### src/rtl/pipeline_pkg.sv
// Shared types and constants for the five-stage MIPS pipeline control logic.
package pipeline_pkg;

    localparam logic [1:0] FWD_RF  = 2'b00;
    localparam logic [1:0] FWD_WB  = 2'b01;
    localparam logic [1:0] FWD_MEM = 2'b10;

    // Record dst is sized for the widest supported register index; narrower indices zero-extend.
    localparam int unsigned REC_DST_W = 8;

    typedef struct packed {
        logic                 valid;
        logic [REC_DST_W-1:0] dst;
        logic                 reg_write;
        logic                 mem_read;
    } stage_rec_t;

    localparam stage_rec_t  NOP_REC   = '0;
    localparam logic [31:0] NOP_INSTR = 32'h0000_0000;

    function automatic logic [1:0] fwd_sel(input logic hit_ex, input logic hit_mem);
        if (hit_ex) begin
            return FWD_MEM;
        end else if (hit_mem) begin
            return FWD_WB;
        end
        return FWD_RF;
    endfunction

endpackage

### src/rtl/hazard_match.sv
// Compares one source register of the ID instruction against one stage record.
module hazard_match
    import pipeline_pkg::*;
#(
    parameter int unsigned REG_ADDR_W = 5
) (
    input  logic [REG_ADDR_W-1:0] reg_i,
    input  logic                  needed_i,
    input  stage_rec_t            rec_i,
    output logic                  match_o
);

    assign match_o = needed_i && rec_i.valid && rec_i.reg_write && (reg_i != '0) &&
                     (rec_i.dst == REC_DST_W'(reg_i));

endmodule

### src/rtl/pipeline_hazard_ctrl.sv
// Hazard, squash and forwarding control for the MIPS pipeline, driven by shadow
// records of the EX, MEM and WB instructions, plus saturating stall/flush counters.
module pipeline_hazard_ctrl
    import pipeline_pkg::*;
#(
    parameter int unsigned REG_ADDR_W = 5,
    parameter int unsigned FORWARDING = 1,
    parameter int unsigned CNT_WIDTH  = 16
) (
    input  logic                  clk,
    input  logic                  reset,
    input  logic                  id_valid,
    input  logic [REG_ADDR_W-1:0] id_rs,
    input  logic [REG_ADDR_W-1:0] id_rt,
    input  logic                  id_use_rs,
    input  logic                  id_use_rt,
    input  logic [REG_ADDR_W-1:0] id_dst,
    input  logic                  id_reg_write,
    input  logic                  id_mem_read,
    input  logic                  branch_taken,
    input  logic                  ext_hold,
    output logic                  pc_enable,
    output logic                  if_id_enable,
    output logic                  if_id_flush,
    output logic                  id_ex_bubble,
    output logic                  ex_mem_flush,
    output logic [1:0]            fwd_a,
    output logic [1:0]            fwd_b,
    output logic [CNT_WIDTH-1:0]  stall_cycles,
    output logic [CNT_WIDTH-1:0]  flush_events
);

    stage_rec_t ex_q, ex_d, mem_q, mem_d, wb_q, wb_d;
    logic [1:0] fwd_a_q, fwd_a_d, fwd_b_q, fwd_b_d;
    logic [CNT_WIDTH-1:0] stall_q, stall_d, flush_q, flush_d;

    logic       need_rs, need_rt;
    logic [2:0] hit_rs, hit_rt;
    stage_rec_t stage_rec [3];
    logic       hazard;
    logic       unused_rec;

    assign need_rs = id_valid && id_use_rs && (id_rs != '0);
    assign need_rt = id_valid && id_use_rt && (id_rt != '0);

    assign stage_rec[0] = ex_q;
    assign stage_rec[1] = mem_q;
    assign stage_rec[2] = wb_q;

    for (genvar s = 0; s < 3; s++) begin : g_stage
        hazard_match #(.REG_ADDR_W(REG_ADDR_W)) u_match_rs (
            .reg_i    (id_rs),
            .needed_i (need_rs),
            .rec_i    (stage_rec[s]),
            .match_o  (hit_rs[s])
        );
        hazard_match #(.REG_ADDR_W(REG_ADDR_W)) u_match_rt (
            .reg_i    (id_rt),
            .needed_i (need_rt),
            .rec_i    (stage_rec[s]),
            .match_o  (hit_rt[s])
        );
    end

    // With forwarding only a load in EX cannot be bypassed in time.
    assign hazard = (FORWARDING != 0) ? (ex_q.mem_read && (hit_rs[0] || hit_rt[0]))
                                      : ((|hit_rs) || (|hit_rt));

    assign unused_rec = ^{mem_q.mem_read, wb_q.mem_read, hit_rs[2], hit_rt[2]};

    always_comb begin
        pc_enable    = 1'b1;
        if_id_enable = 1'b1;
        if_id_flush  = 1'b0;
        id_ex_bubble = 1'b0;
        ex_mem_flush = 1'b0;
        ex_d         = ex_q;
        mem_d        = mem_q;
        wb_d         = wb_q;
        fwd_a_d      = fwd_a_q;
        fwd_b_d      = fwd_b_q;
        stall_d      = stall_q;
        flush_d      = flush_q;

        if (ext_hold) begin
            pc_enable    = 1'b0;
            if_id_enable = 1'b0;
        end else if (branch_taken) begin
            if_id_flush  = 1'b1;
            id_ex_bubble = 1'b1;
            ex_mem_flush = 1'b1;
            ex_d         = NOP_REC;
            mem_d        = NOP_REC;
            wb_d         = mem_q;
            fwd_a_d      = FWD_RF;
            fwd_b_d      = FWD_RF;
            if (flush_q != '1) flush_d = flush_q + 1'b1;
        end else if (hazard) begin
            pc_enable    = 1'b0;
            if_id_enable = 1'b0;
            id_ex_bubble = 1'b1;
            ex_d         = NOP_REC;
            mem_d        = ex_q;
            wb_d         = mem_q;
            fwd_a_d      = FWD_RF;
            fwd_b_d      = FWD_RF;
            if (stall_q != '1) stall_d = stall_q + 1'b1;
        end else begin
            ex_d.valid     = id_valid;
            ex_d.dst       = REC_DST_W'(id_dst);
            ex_d.reg_write = id_reg_write;
            ex_d.mem_read  = id_mem_read;
            mem_d          = ex_q;
            wb_d           = mem_q;
            if (FORWARDING != 0) begin
                fwd_a_d = fwd_sel(hit_rs[0], hit_rs[1]);
                fwd_b_d = fwd_sel(hit_rt[0], hit_rt[1]);
            end else begin
                fwd_a_d = FWD_RF;
                fwd_b_d = FWD_RF;
            end
        end
    end

    always_ff @(posedge clk or negedge reset) begin
        if (!reset) begin
            ex_q    <= NOP_REC;
            mem_q   <= NOP_REC;
            wb_q    <= NOP_REC;
            fwd_a_q <= FWD_RF;
            fwd_b_q <= FWD_RF;
            stall_q <= '0;
            flush_q <= '0;
        end else begin
            ex_q    <= ex_d;
            mem_q   <= mem_d;
            wb_q    <= wb_d;
            fwd_a_q <= fwd_a_d;
            fwd_b_q <= fwd_b_d;
            stall_q <= stall_d;
            flush_q <= flush_d;
        end
    end

    assign fwd_a        = fwd_a_q;
    assign fwd_b        = fwd_b_q;
    assign stall_cycles = stall_q;
    assign flush_events = flush_q;

endmodule
### config.mk
export PLATFORM = sky130hd
export DESIGN_NAME = pipeline_hazard_ctrl
export DESIGN_NICKNAME = d
export VERILOG_FILES = /design/src/rtl/pipeline_pkg.sv /design/src/rtl/hazard_match.sv /design/src/rtl/pipeline_hazard_ctrl.sv
export SDC_FILE = /design/constraint.sdc
export NUM_CORES = 1
export LEC_CHECK = 0
export BUFFER_PORTS_ARGS = -buffer_cell sky130_fd_sc_hd__buf_2
export CAP_MARGIN = 20
export CORE_ASPECT_RATIO = 1.25
export CORE_MARGIN = 8
export CORE_UTILIZATION = 30
export DETAILED_ROUTE_END_ITERATION = 6
export GPL_TIMING_DRIVEN = 0
export SYNTH_ARGS = -nofsm -noshare
export SYNTH_HDL_FRONTEND = slang
export SYNTH_HIERARCHICAL = 1
export SYNTH_SLANG_ARGS = --single-unit
### constraint.sdc
create_clock -name clk -period 4.4 [get_ports clk]
set_input_delay 0.22 -clock clk [delete_from_list [all_inputs] [get_ports clk]]
set_output_delay 0.22 -clock clk [all_outputs]
set_load 0.01 [all_outputs]
==> results.py <==
metrics = {
    "outcome": {
        "status": "completed",
    },
    "final_layout": {
        "drive_above_1_share_pct": 28.4,
        "antennaDiodeCount": 0,
        "fin_area_um2": 3490,
        "finalNetCount": 370,
        "fillers": 953,
        "areaGrowthSynthToFinish_pct": 25.2,
    },
    "timing": {
        "slew_viol_final": 0,
        "setup_viol": 0,
        "rsz0062_at_grt": "no",
        "layout_setup_ws_ps": 1980,
        "period_needed_ps": 2420,
        "fin_crit_sh_pct": 55.1,
        "fmax_mhz": 413,
        "fin_skew_ps": 6.00,
        "final_hold_viol_count": 0,
        "holdWs_ps": 152,
        "fin_setup_tns_ps": 0,
    },
    "global_routing": {
        "grt_pass1_vias": 2223,
        "grt_usage_pct": 11.5,
        "antenna_found_initial": 2,
        "grt_max_degree": 33,
        "grt_pass1_wl_um": 11500,
        "grt-ovfl-total": 0,
    },
    "floorplan": {
        "die_y_um": 124,
        "die_area_um2": 12700,
        "start_util_pct": 30.7,
        "chipWidth_um": 102,
        "core-area_um2": 9080,
        "ios": 65,
        "fp-row-count": 39,
    },
    "setup_path": {
        "timing.rr.end": "stall_cycles[1]$_DFFE_PN0P_",
        "crit_arrival_ps": 2600,
        "critPathMaxStageDelay_ps": 440,
        "crit_family": "simple AND/OR/NAND/NOR gates",
        "cp.required_ps": 4570,
        "rrSetupSlack_ps": 1980,
        "worstSetupStartpointType": "flop",
        "path_class": "reg -> reg",
        "crit_chain": "xor2_1 -> nor4_2 -> o2111a_1 -> o21a_1 -> nand2_1 -> nor2_1 -> mux2_2",
        "critPathMaxFanout": 7,
        "crit_buf_inv": 0,
        "r2r_start": "ex_q[4]$_DFFE_PN0N_",
        "r2r_cells": 7,
        "slowest_stage": "dfrtp_1",
        "end_kind": "flop",
    },
    "power_and_ir_drop": {
        "power_leakage_nw": 1.76,
        "vdd_drop_max_v": 0.000204,
        "p_per_area_nw_per_um2": 329,
        "power.total_w": 0.00115,
    },
    "synth": {
        "avgSynthCellArea_um2": 10.7,
        "syn_inst": 260,
        "yosys_warnings": 6,
        "netlist_area_um2": 2790,
    },
    "placement": {
        "post_dp_cell_area_um2": 3320,
        "place_congestion": 0.831,
        "dpl.hpwl_um": 5540,
        "place_ws_ps": 1840,
        "io_buffers": 64,
    },
    "route": {
        "wire_per_inst_um": 14.9,
        "firstDrtPassIters": 4,
        "first_iter_violations": 62,
        "wl_um": 6970,
        "vias": 2258,
        "drc_errors": 0,
        "ant_nets": 0,
        "viasPerCell": 4.82,
    },
    "clock_network": {
        "cts-root-buf": "clkbuf_16",
        "cts_tree": "built",
        "clkTransAtPathRegs_ps": 60,
        "numCtsBuffers": 5,
        "h-tree-depth": 2,
        "clk_latency_ps": 290,
        "clkSinkCount": 51,
        "clock_path_buffers": 2,
    },
    "min_path": {
        "hold_class": "in -> reg",
        "holdCritStartpoint": "id_reg_write",
        "hold_depth": 2,
        "hold_end": "ex_q[1]$_DFFE_PN0N_",
    },
    "run": {
        "maxCapViolCount": 0,
    },
}
==> through the flow <==
| stage | utilization (%) | instances |
|---|---|---|
| after floorplan | - | 271 |
| after global placement | 36.4 | 458 |
| after detailed placement | 36.6 | 459 |
| after CTS | 38.5 | 468 |
| after global routing | 38.5 | 468 |
| final | 38.5 | 468 |
==> registers in the layout, summed over array words and instances (netlist names) <==
signal and flops:
mem_q 7, ex_q 8, fwd_a 2, stall_cycles 16, flush_events 16, fwd_b 2
==> routing by layer <==
| metal | track usage [%] | routed length [um] | share of wire [%] | vias to the layer above |
|---|---|---|---|---|
| li1 | - | - | - | 1112 |
| met5 | 0 | 21 | 0.30 | - |
| met1 | 14.0 | 3030 | 43 | 1084 |
| met4 | 4.69 | 146 | 2.1 | 4 |
| met3 | 3.08 | 371 | 5.3 | 13 |
| met2 | 18.6 | 3400 | 49 | 45 |
==> cell usage in the layout (no fill, tap or decap), drive strengths merged, types with 4 or more instances in the layout <==
cell / instances
inv: 6
nor2: 16
and3: 4
nor4b: 4
nand2: 24
nor3: 11
o2111a: 4
nor2b: 4
nand4: 10
buf: 68
conb: 12
o21ai: 6
a22o: 10
nor4: 15
xnor2: 5
nor3b: 6
clkbuf: 12
xor2: 38
nor4bb: 4
dfrtp: 51
nand3: 7
==> worst reg2reg max path: cells and delay by family (launching register included) <==
| kind | cells | cell delay (ps) |
|---|---|---|
| compound gates | 2 | 540 |
| xor+xnor | 1 | 170 |
| flops | 1 | 440 |
| mux | 1 | 360 |
| simple gates | 3 | 810 |
==> worst max path at each step <==
stage | startpoint | end | cells past startpoint
2_1_floorplan | id_rt[1] | fwd_a[0]$_DFFE_PN0N_ | 8
3_3_place_gp | id_rt[1] | fwd_a[0]$_DFFE_PN0N_ | 9
3_5_place_dp | id_rt[1] | fwd_a[0]$_DFFE_PN0N_ | 9
4_1_cts | ex_q[4]$_DFFE_PN0N_ | stall_cycles[1]$_DFFE_PN0P_ | 7
5_1_grt | ex_q[4]$_DFFE_PN0N_ | stall_cycles[1]$_DFFE_PN0P_ | 7
6_report | ex_q[4]$_DFFE_PN0N_ | stall_cycles[1]$_DFFE_PN0P_ | 7
==> report_power, final <==
part	internal, W	switching (W)	leakage, nW
Clock	0.000242	0.000160	0.0772
Combinational	0.0000855	0.0000988	0.994
Sequential	0.000508	0.0000534	0.684
Total	0.000836	0.000312	1.76
==> repair_timing <==
action                                 4_1_cts  5_1_grt
resized for setup                            0        0
endpoints found under the hold margin       19        0
setup buffers                                0        0
hold buffers                                 1        0
==> final cells by class <==
class,count,area [um2],area share [%]
multi-input combinational,207,1490,42.8
sequential,51,1280,36.6
tap,123,154,4.41
clock buffer,8,156,4.48
timing repair buffer,66,350,10.0
buffer,7,37.5,1.08
inverter,6,22.5,0.645
(Power assumes the default switching activity.)
